--- src/rtl/rps_pkg.sv ---
// rps_pkg: choice/strategy codes, round FSM states and the round judging rule
package rps_pkg;
  typedef enum logic [1:0] {ROCK = 2'b00, SCISSOR = 2'b01, PAPER = 2'b10, INVALID = 2'b11} choice_e;
  typedef enum logic [1:0] {STRAT_RANDOM = 2'b00, STRAT_MARKOV = 2'b01, STRAT_REINFORCE = 2'b10} strat_e;
  typedef enum logic [2:0] {IDLE, CAPTURE, JUDGE, UPDATE, DRAW_U, DRAW_C} state_e;
  function automatic logic [2:0] judge(input logic [1:0] user, input logic [1:0] com);
    logic [1:0] c;
    logic beats;
    c = (com == INVALID) ? ROCK : com;
    beats = (user == ROCK && c == SCISSOR) || (user == SCISSOR && c == PAPER) || (user == PAPER && c == ROCK);
    judge = (user == c) ? 3'b001 : beats ? 3'b100 : 3'b010;
  endfunction
endpackage

--- src/rtl/key_edge_sync.sv ---
// key_edge_sync: synchronizes an active-low key and pulses one cycle on its press edge
module key_edge_sync #(
  parameter int SYNC_STAGES = 2
) (
  input  logic CLOCK_50,
  input  logic reset,
  input  logic key_n,
  output logic press
);
  // top bit holds the previous synchronized level for edge detection
  logic [SYNC_STAGES:0] sync;
  always_ff @(posedge CLOCK_50 or posedge reset)
    if (reset) sync <= '1;
    else sync <= {sync[SYNC_STAGES-1:0], key_n};
  assign press = sync[SYNC_STAGES] & ~sync[SYNC_STAGES-1];
endmodule

--- src/rtl/rps_round_controller.sv ---
// rps_round_controller: sequences one rock-paper-scissors round per start key press
module rps_round_controller
  import rps_pkg::*;
#(
  parameter int SCORE_W      = 8,
  parameter int SYNC_STAGES  = 2,
  parameter int DRAW_TIMEOUT = 20000
) (
  input  logic               CLOCK_50,
  input  logic               reset,
  input  logic               start_n,
  input  logic [1:0]         user_choice,
  input  logic [1:0]         strategy_sel,
  input  logic [1:0]         com_ra,
  input  logic [1:0]         com_m,
  input  logic [1:0]         com_re,
  output logic [1:0]         user_loaded,
  output logic [1:0]         com_loaded,
  output logic [SCORE_W-1:0] user_score,
  output logic [SCORE_W-1:0] com_score,
  output logic               uwin,
  output logic               cwin,
  output logic               equ,
  output logic               err_invalid,
  output logic               strat_update,
  output logic [3:0]         strat_comb,
  output logic [1:0]         strat_reward,
  output logic               draw_req,
  output logic               draw_sel,
  output logic [1:0]         draw_choice,
  input  logic               draw_done,
  output logic               busy
);
  localparam int CW = $clog2(DRAW_TIMEOUT + 1);
  state_e state, state_next;
  logic press, in_draw, draw_end;
  logic [CW-1:0] cnt;
  logic [1:0] com_mux;
  logic [2:0] res;
  key_edge_sync #(.SYNC_STAGES(SYNC_STAGES)) u_sync (
    .CLOCK_50(CLOCK_50),
    .reset(reset),
    .key_n(start_n),
    .press(press)
  );
  assign com_mux = (strategy_sel == STRAT_MARKOV) ? com_m : (strategy_sel == STRAT_REINFORCE) ? com_re : com_ra;
  assign res = judge(user_loaded, com_loaded);
  assign in_draw = state == DRAW_U || state == DRAW_C;
  assign draw_end = draw_done || cnt == CW'(DRAW_TIMEOUT - 1);
  assign strat_comb = {com_loaded, user_loaded};
  assign strat_reward = cwin ? 2'b01 : uwin ? 2'b11 : 2'b00;
  always_comb begin
    state_next = state;
    busy = state != IDLE;
    draw_req = in_draw;
    draw_sel = state == DRAW_C;
    draw_choice = (state == DRAW_U) ? user_loaded : (state == DRAW_C) ? com_loaded : 2'b00;
    case (state)
      IDLE:    state_next = press ? CAPTURE : IDLE;
      CAPTURE: state_next = JUDGE;
      JUDGE:   state_next = (user_loaded == INVALID) ? IDLE : UPDATE;
      UPDATE:  state_next = DRAW_U;
      DRAW_U:  state_next = draw_end ? DRAW_C : DRAW_U;
      DRAW_C:  state_next = draw_end ? IDLE : DRAW_C;
      default: state_next = IDLE;
    endcase
  end
  // the timeout count restarts whenever a draw state is (re)entered
  always_ff @(posedge CLOCK_50 or posedge reset)
    if (reset) begin
      state <= IDLE;
      cnt <= '0;
      strat_update <= 1'b0;
    end else begin
      state <= state_next;
      cnt <= (in_draw && state_next == state) ? cnt + 1'b1 : '0;
      strat_update <= state == UPDATE;
    end
  always_ff @(posedge CLOCK_50 or posedge reset)
    if (reset) begin
      user_loaded <= '0;
      com_loaded <= '0;
      user_score <= '0;
      com_score <= '0;
      {uwin, cwin, equ, err_invalid} <= '0;
    end else if (state == CAPTURE) begin
      user_loaded <= user_choice;
      com_loaded <= com_mux;
      {uwin, cwin, equ, err_invalid} <= '0;
    end else if (state == JUDGE) begin
      if (user_loaded == INVALID) err_invalid <= 1'b1;
      else begin
        {uwin, cwin, equ} <= res;
        user_score <= user_score + SCORE_W'(res[2] && user_score != '1);
        com_score <= com_score + SCORE_W'(res[1] && com_score != '1);
      end
    end
endmodule

--- config.mk ---
export PLATFORM = sky130hd
export DESIGN_NAME = rps_round_controller
export DESIGN_NICKNAME = d
export VERILOG_FILES = /design/src/rtl/rps_pkg.sv /design/src/rtl/key_edge_sync.sv /design/src/rtl/rps_round_controller.sv
export SDC_FILE = /design/constraint.sdc
export NUM_CORES = 1
export LEC_CHECK = 0
export BUFFER_PORTS_ARGS = -buffer_cell sky130_fd_sc_hd__buf_2
export CORE_MARGIN = 3
export CORE_UTILIZATION = 45
export CTS_BUF_LIST = sky130_fd_sc_hd__clkbuf_8
export CTS_CLUSTER_DIAMETER = 60
export DETAILED_ROUTE_END_ITERATION = 16
export GPL_TIMING_DRIVEN = 0
export PLACE_DENSITY = 0.68
export SYNTH_ARGS = -nofsm -noshare
export SYNTH_HDL_FRONTEND = slang
export SYNTH_SLANG_ARGS = --single-unit
--- constraint.sdc ---
create_clock -name CLOCK_50 -period 3.07 [get_ports CLOCK_50]
set_input_delay 0.1535 -clock CLOCK_50 [delete_from_list [all_inputs] [get_ports CLOCK_50]]
set_output_delay 0.1535 -clock CLOCK_50 [all_outputs]
set_load 0.02 [all_outputs]
==> metrics.md, run 1 <==
| Metric | Value |
|---|---|
| Outcome | `finished, final reports clean` |
| Seq/Total Area, Yosys | `49.52%` |
| Most common cell in the netlist | `dfrtp_1` |
| Hold buffers post-CTS | `2` |
| Initial antenna violation count | `0` |
| WL per Instance | `12.37 um` |
| Post-CTS Setup Bufs | `0` |
| Post-synth ARST share | `100.0%` |
| Cell taking the most area after synthesis | `dfrtp_1` |
| CTS root buf | `clkbuf_8` |
| Post-synth net total | `245` |
| N_diodes | `0` |
| Setup TNS after final layout | `0 ns` |
| Post-Synthesis Cells | `222` |
| DR pass1 iterations | `4` |
| Hold Fails Final Rpt | `0` |
| Nets | `304` |
| CP max FO | `7` |
| Area contributors post-synth | `dfrtp_1 (46%), xor2_1 (5.6%), ha_1 (4.8%), xnor2_1 (4.5%), nand2_1 (4.3%)` |
| GR Overflow Total | `0` |
| Post-cts sizing count | `0` |
| Worst skew pair latency | `0.30 ns` |
| Die area | `6082 um^2` |
| Vias/cell | `4.974` |
| CTS tree | `yes` |
| Vias in the first global route | `1,677` |
| Synth top area share | `46.14%` |
| Measured slew at the worst slew-check pin | `0.4939 ns` |
| Clock transition at path regs | `0.08 ns` |
| Slew HR | `67.03%` |
| Die X | `77.99 um` |
| Post-layout power | `2.151 mW` |
| FMAX | `0.4375 GHz` |
| Starting DRC count in detailed routing | `51` |
| Clock Sinks | `46` |
| RePlAce Congestion | `0.8122` |
| Ports placed on the boundary | `50` |
| Worst hold path class | `input port to flop` |
| Clk buf depth | `2` |
| Yosys cell types | `41` |
| Largest net degree at the start of global routing | `25` |
| Max-slew violations | `0` |
| CP startpoint kind | `flop` |
| Fin crit share | `74.46%` |
| Post-Syn Area per Cell | `10.51 um^2` |
| Final Skew | `0.008901 ns` |
| CTS Buf Count | `5` |
| Fin util | `57.62%` |
| Max-cap violation count | `0` |
| Worst Path Required | `3.25 ns` |
| Most frequent cells after synthesis | `dfrtp_1 (43), nand2_1 (27), nor2_1 (17)` |
| Share of cells above drive strength 1 | `29.43%` |
| First-pass GRT wire length | `7383 um` |
| Mapped cell area | `2332 um^2` |
| Initial Util | `47.79%` |
| Htree depth | `2` |
| Total GRT Usage | `14.96%` |
| Port bufs | `49` |
| Most used DFF post-synth | `dfrtp_1` |
| Post-DP HPWL | `3215 um` |
| Rows | `25` |
| Post-Layout Inst Area | `2811 um^2` |
| P&R area growth vs syn | `20.55%` |
| Peak supply drop | `0.4731 mV` |
| Worst Path Arrival | `2.47 ns` |
| DRC violations left | `0` |
| #FFs+latches synth | `46` |
| Min Hold Slack | `0.08726 ns` |
| Placed Area | `2681 um^2` |
| Cell Pwr Density | `765.2 nW/um^2` |
| RSZ-0062 raised after global routing | `no` |
| Tmin final | `2.286 ns` |
| Die height | `77.99 um` |
| Detail Route Antenna Nets | `0` |
| Final setup viols | `0` |
| Via count | `1,736` |
| Final wirelength | `4317 um` |
| Core area | `4880 um^2` |
| Warnings from Yosys | `0` |
| Critical path class | `flop to flop` |
| Pleak | `1.419 nW` |
| Post-synth EDFFs | `0` |
| Critical Path End Type | `flop` |
[worst max-delay path, cell delays in order (launching register included)]
cell,delay [ns]
dfrtp_1,0.46
inv_1,0.09
ha_1,0.28
mux2i_1,0.06
o21ai_0,0.25
nand2_1,0.12
a41oi_1,0.18
ha_1,0.25
ha_1,0.22
nand4_1,0.12
xnor2_1,0.15
[cells by family (layout without fill, tap and decap cells)]
kind of cell,count (synthesis),count (layout),share of synthesized area (%)
buffers and inverters,17,77,4.506
and+or+nand+nor,93,93,20.60
DFF,46,46,49.52
AOI/OAI and AO/OA,21,21,6.331
adders and majority gates,9,9,4.828
muxes,9,9,4.077
xor gates and xnor gates,27,27,10.14
[where the power goes]
part / internal [mW] / leakage, nW / switching [mW]
Sequential: 0.707 / 0.612 / 0.105
Combinational: 0.357 / 0.751 / 0.540
Clock: 0.240 / 0.0556 / 0.202
Total: 1.30 / 1.42 / 0.848
[through the flow]
step	setup WS (ns)	std cells
detailed placement	0.7443	339
CTS	0.7262	349
global route	0.5451	349
global placement	0.8467	338
floorplan	0.9147	222
finish	0.7841	349
[sequential cells by signal, summed over array words and instances (netlist names)]
name,flops
cnt,15
strat_update,1
err_invalid,1
user_loaded,2
uwin,1
user_score,8
com_loaded,2
state,3
com_score,8
equ,1
u_sync.sync,3
cwin,1
[layout by cell type, fill, tap and decap left out, types with 2 or more instances in the layout]
cell type,n
nor2_1,17
mux2_2,4
o21ai_0,10
or3_1,2
nand3_1,9
ha_1,9
buf_6,2
nor4b_1,2
nor3_1,2
and3_1,5
inv_1,5
nand4_1,12
xor2_1,15
nand2b_1,3
buf_4,6
xnor2_1,12
and4_1,3
mux2i_1,5
nor2b_1,2
dlygate4sd3_1,2
nand2_1,27
buf_2,52
and2_1,4
dfstp_2,3
dfrtp_1,43
clkbuf_8,5
[path summary, 6_finish.rpt]
path                                     start        endpoint  slack [ns]  depth (start not counted)
worst max-delay path             com_loaded[0]   user_score[4]        0.78                         10
worst min-delay path            user_choice[1]  user_loaded[1]        0.09                          2
worst max register to register   com_loaded[0]   user_score[4]        0.78                         10
worst min register to register  u_sync.sync[0]  u_sync.sync[1]        0.35                          0
max in group asynchronous                reset   com_loaded[1]        2.15                          4
min in group asynchronous                reset    com_score[1]        0.42                          3
[metal layers]
layer | GRT usage, % | up-vias | share of wire [%]
met1 | 19.16 | 822 | 45
met3 | 3.480 | 5 | 4.0
li1 | - | 874 | -
met4 | 4.196 | 0 | 0.88
met2 | 25.34 | 35 | 50
met5 | 0 | - | 0
[final cells by class]
cell class | instances | area (um^2)
fillers | 442 | 2068
repair buffers | 52 | 285.3
inverters | 5 | 18.77
clock inverters | 3 | 41.29
clock buffers | 5 | 68.82
plain buffers | 12 | 86.33
multi-input cells | 159 | 1072
flip-flops and latches | 46 | 1155
well taps | 67 | 83.83
Power figures use the tool's default switching activity.
==> run 2: changes to the inputs <==
--- a/config.mk
+++ b/config.mk
@@ -5,6 +5,7 @@
 export SDC_FILE = /design/constraint.sdc
 export NUM_CORES = 1
 export LEC_CHECK = 0
+export ABC_AREA = 1
 export BUFFER_PORTS_ARGS = -buffer_cell sky130_fd_sc_hd__buf_2
 export CORE_MARGIN = 3
 export CORE_UTILIZATION = 45
@@ -12,7 +13,7 @@
 export CTS_CLUSTER_DIAMETER = 60
 export DETAILED_ROUTE_END_ITERATION = 16
 export GPL_TIMING_DRIVEN = 0
-export PLACE_DENSITY = 0.68
+export PLACE_DENSITY = 0.7
 export SYNTH_ARGS = -nofsm -noshare
 export SYNTH_HDL_FRONTEND = slang
 export SYNTH_SLANG_ARGS = --single-unit
==> constraint.sdc (replaced) <==
create_clock -name CLOCK_50 -period 1.95 [get_ports CLOCK_50]
set_input_delay 0.0975 -clock CLOCK_50 [delete_from_list [all_inputs] [get_ports CLOCK_50]]
set_output_delay 0.0975 -clock CLOCK_50 [all_outputs]
set_load 0.02 [all_outputs]
==> run 2 against run 1 <==
The run now ends with setup timing left. Die area grew 1.8%. Setup slack worse by 0.92 ns. Combinational power rose by 96%. Via count grew 16%. Critical path type unchanged.
==> metrics.md, run 2 <==
| Metric | Value |
|---|---|
| Final wirelength | `5155 um` |
| Clock transition at path regs | `0.09 ns` |
| Net Sw Frac | `43.64%` |
| Yosys cell types | `27` |
| Die height | `78.69 um` |
| DR pass1 iterations | `4` |
| Pre-CTS WS | `-0.2691 ns` |
| Pleak | `1.513 nW` |
| CTS tree | `yes` |
| Cell Pwr Density | `1217 nW/um^2` |
| CTS root buf | `clkbuf_8` |
| Min Hold Slack | `0.05489 ns` |
| Hold depth | `3` |
| P&R area growth vs syn | `28.47%` |
| Measured slew at the worst slew-check pin | `0.3620 ns` |
| Vias in the first global route | `1,977` |
| Worst skew pair latency | `0.31 ns` |
| Hold Fails Final Rpt | `0` |
| Critical Path End Type | `flop` |
| Setup TNS after final layout | `-0.7415 ns` |
| Share of cells above drive strength 1 | `32.00%` |
| Worst hold path class | `input port to flop` |
| Max-cap violation count | `0` |
| Final setup viols | `12` |
| Reg with most FFs | `cnt` |
| Mapped cell area | `2377 um^2` |
| First-pass GRT wire length | `8673 um` |
| Critical path class | `flop to flop` |
| Clock power share | `16.5%` |
| Nets | `372` |
| Post-Synthesis Cells | `279` |
| Port bufs | `49` |
| Max layer used | `met4` |
| Worst Reg-to-Reg Cells | `12` |
| Fin util | `62.19%` |
| Crit-path most repeated cell | `nand2_2` |
| Post-Syn Area per Cell | `8.521 um^2` |
| Outcome | `finished, violations left` |
| RePlAce Congestion | `0.8361` |
| Die area | `6191 um^2` |
| Post-DP HPWL | `3690 um` |
| Fin crit share | `107.1%` |
| Most frequent cells in the layout | `nand2_1 (61), buf_2 (50), dfrtp_1 (40), nor2_1 (39), inv_1 (29)` |
| Flop pwr share | `36.1%` |
| RR Endpoint | `user_score[5]` |
| Post-Layout Inst Area | `3054 um^2` |
| Warnings from Yosys | `0` |
| Peak supply drop | `0.8395 mV` |
| CP startpoint kind | `flop` |
| Placed insts | `396` |
| Clk buf depth | `2` |
| Final Skew | `0.006290 ns` |
| Worst reg2reg startpoint | `com_loaded[0]` |
| Rows | `25` |
| Int Pwr | `2.095 mW` |
| Clock Sinks | `46` |
| Final WS setup | `-0.1389 ns` |
| CTS Buf Count | `5` |
| Hold Path End | `state[0]` |
| Post-synth EDFFs | `0` |
| Detail Route Antenna Nets | `0` |
| Slew HR | `75.83%` |
| Largest net degree at the start of global routing | `32` |
| DRC violations left | `0` |
| WL per Instance | `12.36 um` |
| Tmin final | `2.089 ns` |
| Most frequent cells after synthesis | `nand2_1 (66), dfrtp_1 (43), nor2_1 (43)` |
| NetSw | `1.623 mW` |
| Core area | `4911 um^2` |
| Die X | `78.69 um` |
| Most used DFF post-synth | `dfrtp_1` |
| Hold Path Origin | `draw_done` |
| Starting DRC count in detailed routing | `67` |
| Met3 wire length | `265 um` |
| RSZ-0062 raised after global routing | `yes` |
| Post-synth ARST share | `100.0%` |
| Critical path, cell by cell | `inv_4, ha_4, or2_4, nand4_1, buf_4, nand2_2, nor2_1, ha_2, nand3_4, nor2_4, nand2_2, xnor2_2` |
| GR Overflow Total | `0` |
| Seq/Total Area, Yosys | `48.58%` |
| Htree depth | `2` |
| Post-Layout Cell Count | `417` |
| #FFs+latches synth | `46` |
| Slowest stage delay, CP | `0.46 ns` |
| Largest regs | `cnt (15), com_score (8), user_score (8)` |
| Post-layout power | `3.718 mW` |
| CP max FO | `5` |
| Post-synth net total | `302` |
| Area contributors post-synth | `dfrtp_1 (45%), nand2_1 (10%), nor2_1 (6.8%), xor2_1 (5.2%), inv_1 (5.1%)` |
| Via count | `2,020` |
| Worst Path Required | `2.15 ns` |
| Slowest stage cell, crit path | `dfrtp_2` |
| Synth top area share | `45.26%` |
| Initial Util | `48.41%` |
| Total GRT Usage | `17.75%` |
| Initial antenna violation count | `0` |
| Fill cells | `418` |
| N_diodes | `0` |
| Ports placed on the boundary | `50` |
| Max FFs per register | `15` |
| Reg2reg setup slack | `-0.14 ns` |
| Commonest non-fill, non-tap cell in the layout | `nand2_1` |
| Most common cell in the netlist | `nand2_1` |
| Gate power share | `47.4%` |
| Cell taking the most area after synthesis | `dfrtp_1` |
| Routed wl met2 | `2533 um` |
| M1 WL | `2283 um` |
| Failing checks | `setup timing` |
| Max-slew violations | `0` |
| Vias/cell | `4.844` |
| FMAX | `0.4787 GHz` |
| Worst Path Arrival | `2.29 ns` |
| Placed Area | `2761 um^2` |
[run 2: cell count changes after synthesis, moves of 6 or more]
cell	before	now
inv_1	5	32
nand4_1	12	6
nor2_1	17	43
nand3_1	9	17
nand2_1	27	66
[run 2: critical path, delay by kind of cell, from the launching register on]
family                     cells  cell delay (ns)
and+or+nand+nor                7             0.79
buffers and inverters          2             0.20
DFF                            1             0.46
xor gates and xnor gates       1             0.14
adders and majority gates      2             0.39
[run 2: kinds of logic (layout without fill, tap and decap cells)]
logic type      count (synthesis)  after routing  share of synthesized area [%]
xor+xnor                       22             22                          8.105
simple gates                  144            144                          26.26
buf+inv                        40            111                          7.474
flops                          46             46                          48.58
fa+ha+maj                       9              9                          4.737
compound gates                 18             18                          4.842
[run 2: what timing repair did]
item                                   in CTS  in global routing
gates resized for setup                    16                  9
pin swaps                                  14                  9
setup buffers                               7                  2
hold buffers                                4                  0
endpoints found under the hold margin      18                  0
setup endpoints to repair                  12                 14
[run 2: final cells by class]
type                       count  area [um^2]  share of cell area [%]
buffer                         7        53.80                   1.762
tap                           67        83.83                   2.745
clock buffer                   5        68.82                   2.253
inverter                      33        128.9                   4.220
timing repair buffer          63        372.9                   12.21
multi-input combinational    193         1162                   38.06
clock inverter                 3        25.02                  0.8193
sequential                    46         1159                   37.94
[run 2: power by group through the flow]
stage | Clock, mW | Sequential [mW] | Combinational, mW
after floorplan | 0 | 1.46 | 0.927
after global placement | 0 | 1.33 | 1.49
after detailed placement | 0 | 1.33 | 1.52
after CTS | 0.630 | 1.32 | 1.72
after global routing | 0.673 | 1.36 | 1.96
final | 0.613 | 1.34 | 1.76
[run 2: worst max-delay path by stage]
stage	to	cells past startpoint	from
6_report	user_score[5]	12	com_loaded[0]
3_5_place_dp	com_score[7]	12	com_loaded[1]
2_1_floorplan	com_score[7]	12	com_loaded[0]
3_3_place_gp	com_score[7]	12	com_loaded[0]
4_1_cts	com_score[7]	12	com_loaded[1]
5_1_grt	com_score[7]	12	com_loaded[1]
[run 2: metal layers]
layer / GRT usage (%) / up-vias
met3: 4.243 / 8
li1: - / 1023
met5: 0 / -
met4: 7.343 / 0
met1: 21.48 / 939
met2: 30.14 / 50
==> run 3: changes to the inputs <==
--- a/config.mk
+++ b/config.mk
@@ -13,7 +13,7 @@
 export CTS_CLUSTER_DIAMETER = 60
 export DETAILED_ROUTE_END_ITERATION = 16
 export GPL_TIMING_DRIVEN = 0
-export PLACE_DENSITY = 0.7
+export PLACE_DENSITY_LB_ADDON = 0.12
 export SYNTH_ARGS = -nofsm -noshare
 export SYNTH_HDL_FRONTEND = slang
 export SYNTH_SLANG_ARGS = --single-unit
==> run 3 against run 2 <==
Core utilization about the same. Clock-buffer cell count unchanged. Die area unchanged. The run still ends with setup timing left. Via count down 1.2%. Power up 2.6%.
==> metrics.md, run 3 (synthesized netlist as in run 2, its figures left out) <==
| Metric | Value |
|---|---|
| Outcome | `finished, violations left` |
| Failing checks | `setup timing` |
| DR pass1 iterations | `4` |
| Final wirelength | `5090 um` |
| Post-Layout Inst Area | `3055 um^2` |
| Total GRT Usage | `17.47%` |
| Placed Area | `2761 um^2` |
| RSZ-0062 raised after global routing | `yes` |
| Fin crit share | `107.3%` |
| Largest regs | `cnt (15), com_score (8), user_score (8)` |
| Placed insts | `396` |
| Starting DRC count in detailed routing | `91` |
| Most frequent cells in the layout | `nand2_1 (64), buf_2 (50), dfrtp_1 (40), nor2_1 (38), inv_1 (28)` |
| Clock Sinks | `46` |
| Clk buf depth | `2` |
| Max FFs per register | `15` |
| Critical Path End Type | `flop` |
| Post-layout power | `3.815 mW` |
| Hold Path End | `user_loaded[0]` |
| Cell Pwr Density | `1249 nW/um^2` |
| First-pass GRT wire length | `8611 um` |
| Ports placed on the boundary | `50` |
| CTS tree | `yes` |
| Reg with most FFs | `cnt` |
| Final WS setup | `-0.1429 ns` |
| Port bufs | `49` |
| Reg2reg setup slack | `-0.14 ns` |
| CTS root buf | `clkbuf_8` |
| GR Overflow Total | `0` |
| Share of cells above drive strength 1 | `32.96%` |
| Die X | `78.69 um` |
| Worst Path Arrival | `2.31 ns` |
| Pleak | `1.530 nW` |
| Top Usage Layer GRT | `met2` |
| Worst hold path class | `input port to flop` |
| Die height | `78.69 um` |
| Met2 Use GR | `30.22%` |
| Setup TNS after final layout | `-0.6902 ns` |
| Htree depth | `2` |
| Final setup viols | `10` |
| Hold depth | `3` |
| Tmin final | `2.093 ns` |
| Commonest non-fill, non-tap cell in the layout | `nand2_1` |
| Vias in the first global route | `1,965` |
| Measured slew at the worst slew-check pin | `0.3371 ns` |
| FMAX | `0.4778 GHz` |
| Core area | `4911 um^2` |
| Worst skew pair latency | `0.29 ns` |
| WL per Instance | `12.06 um` |
| Post-Layout Cell Count | `422` |
| Clock transition at path regs | `0.08 ns` |
| CP startpoint kind | `flop` |
| P&R area growth vs syn | `28.53%` |
| Hold Path Origin | `user_choice[0]` |
| N_diodes | `0` |
| Rows | `25` |
| Final Skew | `0.005094 ns` |
| Critical path class | `flop to flop` |
| Via count | `1,996` |
| Initial Util | `48.41%` |
| Worst reg2reg startpoint | `com_loaded[1]` |
| Peak supply drop | `0.9804 mV` |
| Vias/cell | `4.730` |
| DRC violations left | `0` |
| Die area | `6191 um^2` |
| RePlAce Congestion | `0.8200` |
| Hold Fails Final Rpt | `0` |
| Worst Reg-to-Reg Cells | `12` |
| Max-slew violations | `0` |
| GR Util met3 | `3.670%` |
| Largest net degree at the start of global routing | `40` |
| Slew HR | `77.46%` |
| Worst Path Required | `2.17 ns` |
| Post-DP HPWL | `3498 um` |
| Nets | `378` |
| Detail Route Antenna Nets | `0` |
| RR Endpoint | `com_score[7]` |
| Initial antenna violation count | `0` |
| CP max FO | `4` |
| CTS Buf Count | `5` |
| Max-cap violation count | `0` |
| Pre-CTS WS | `-0.2359 ns` |
| GR Util met1 | `21.90%` |
## run 3: report_power, final
part	leakage (nW)	internal, mW	switching [mW]
Clock	0.0438	0.241	0.306
Sequential	0.609	1.13	0.210
Combinational	0.877	0.832	1.10
## run 3: what timing repair did
action                                 in CTS  in global routing
hold buffers                                3                  0
buffers inserted                           13                  6
gates resized for setup                    13                  9
endpoints found under the hold margin      45                  0
pin swaps                                  11                  9
setup endpoints to repair                  11                 15
## run 3: metal layers
metal  vias up  wire (um)  part of all wire (%)
met2        46       2485                    49
met5         -          0                     0
met3         4        245                   4.8
met4         0         42                  0.83
li1       1024          -                     -
met1       922       2317                    46
## run 3: worst max-delay path by stage
stage | from | end | slack, ns
floorplan | com_loaded[0] | com_score[7] | -0.11
global placement | com_loaded[0] | com_score[7] | -0.24
detailed placement | com_loaded[0] | com_score[7] | -0.24
CTS | com_loaded[0] | com_score[7] | -0.15
global route | com_loaded[0] | com_score[7] | -0.26
finish | com_loaded[1] | com_score[7] | -0.14
## run 3: layout make-up
class / instances / area, um^2
plain buffers: 7 / 53.80
multi-input cells: 193 / 1136
clock buffers: 5 / 68.82
clock inverters: 2 / 10.01
inverters: 33 / 128.9
repair buffers: 69 / 415.4
fillers: 431 / 1856
well taps: 67 / 83.83
flip-flops and latches: 46 / 1159
## run 3: metrics by stage
stage / utilization [%] / hold slack [ns]
after global placement: 55.82 / 0.2167
after floorplan: - / 0.1020
after detailed placement: 56.23 / 0.01471
after CTS: 61.30 / 0.03138
final: 62.22 / 0.03570
after global routing: 62.22 / 0.07048
## run 3: critical path: stages (launching register included)
cell and delay, ns:
dfrtp_2 0.45, inv_4 0.06, ha_4 0.15, or2_4 0.22, nand4_1 0.15, nand3_2 0.12, a21oi_2 0.12, ha_2 0.19
nand2_2 0.05, nor2_2 0.09, nand3b_1 0.13, nor2_2 0.14, xor2_1 0.13
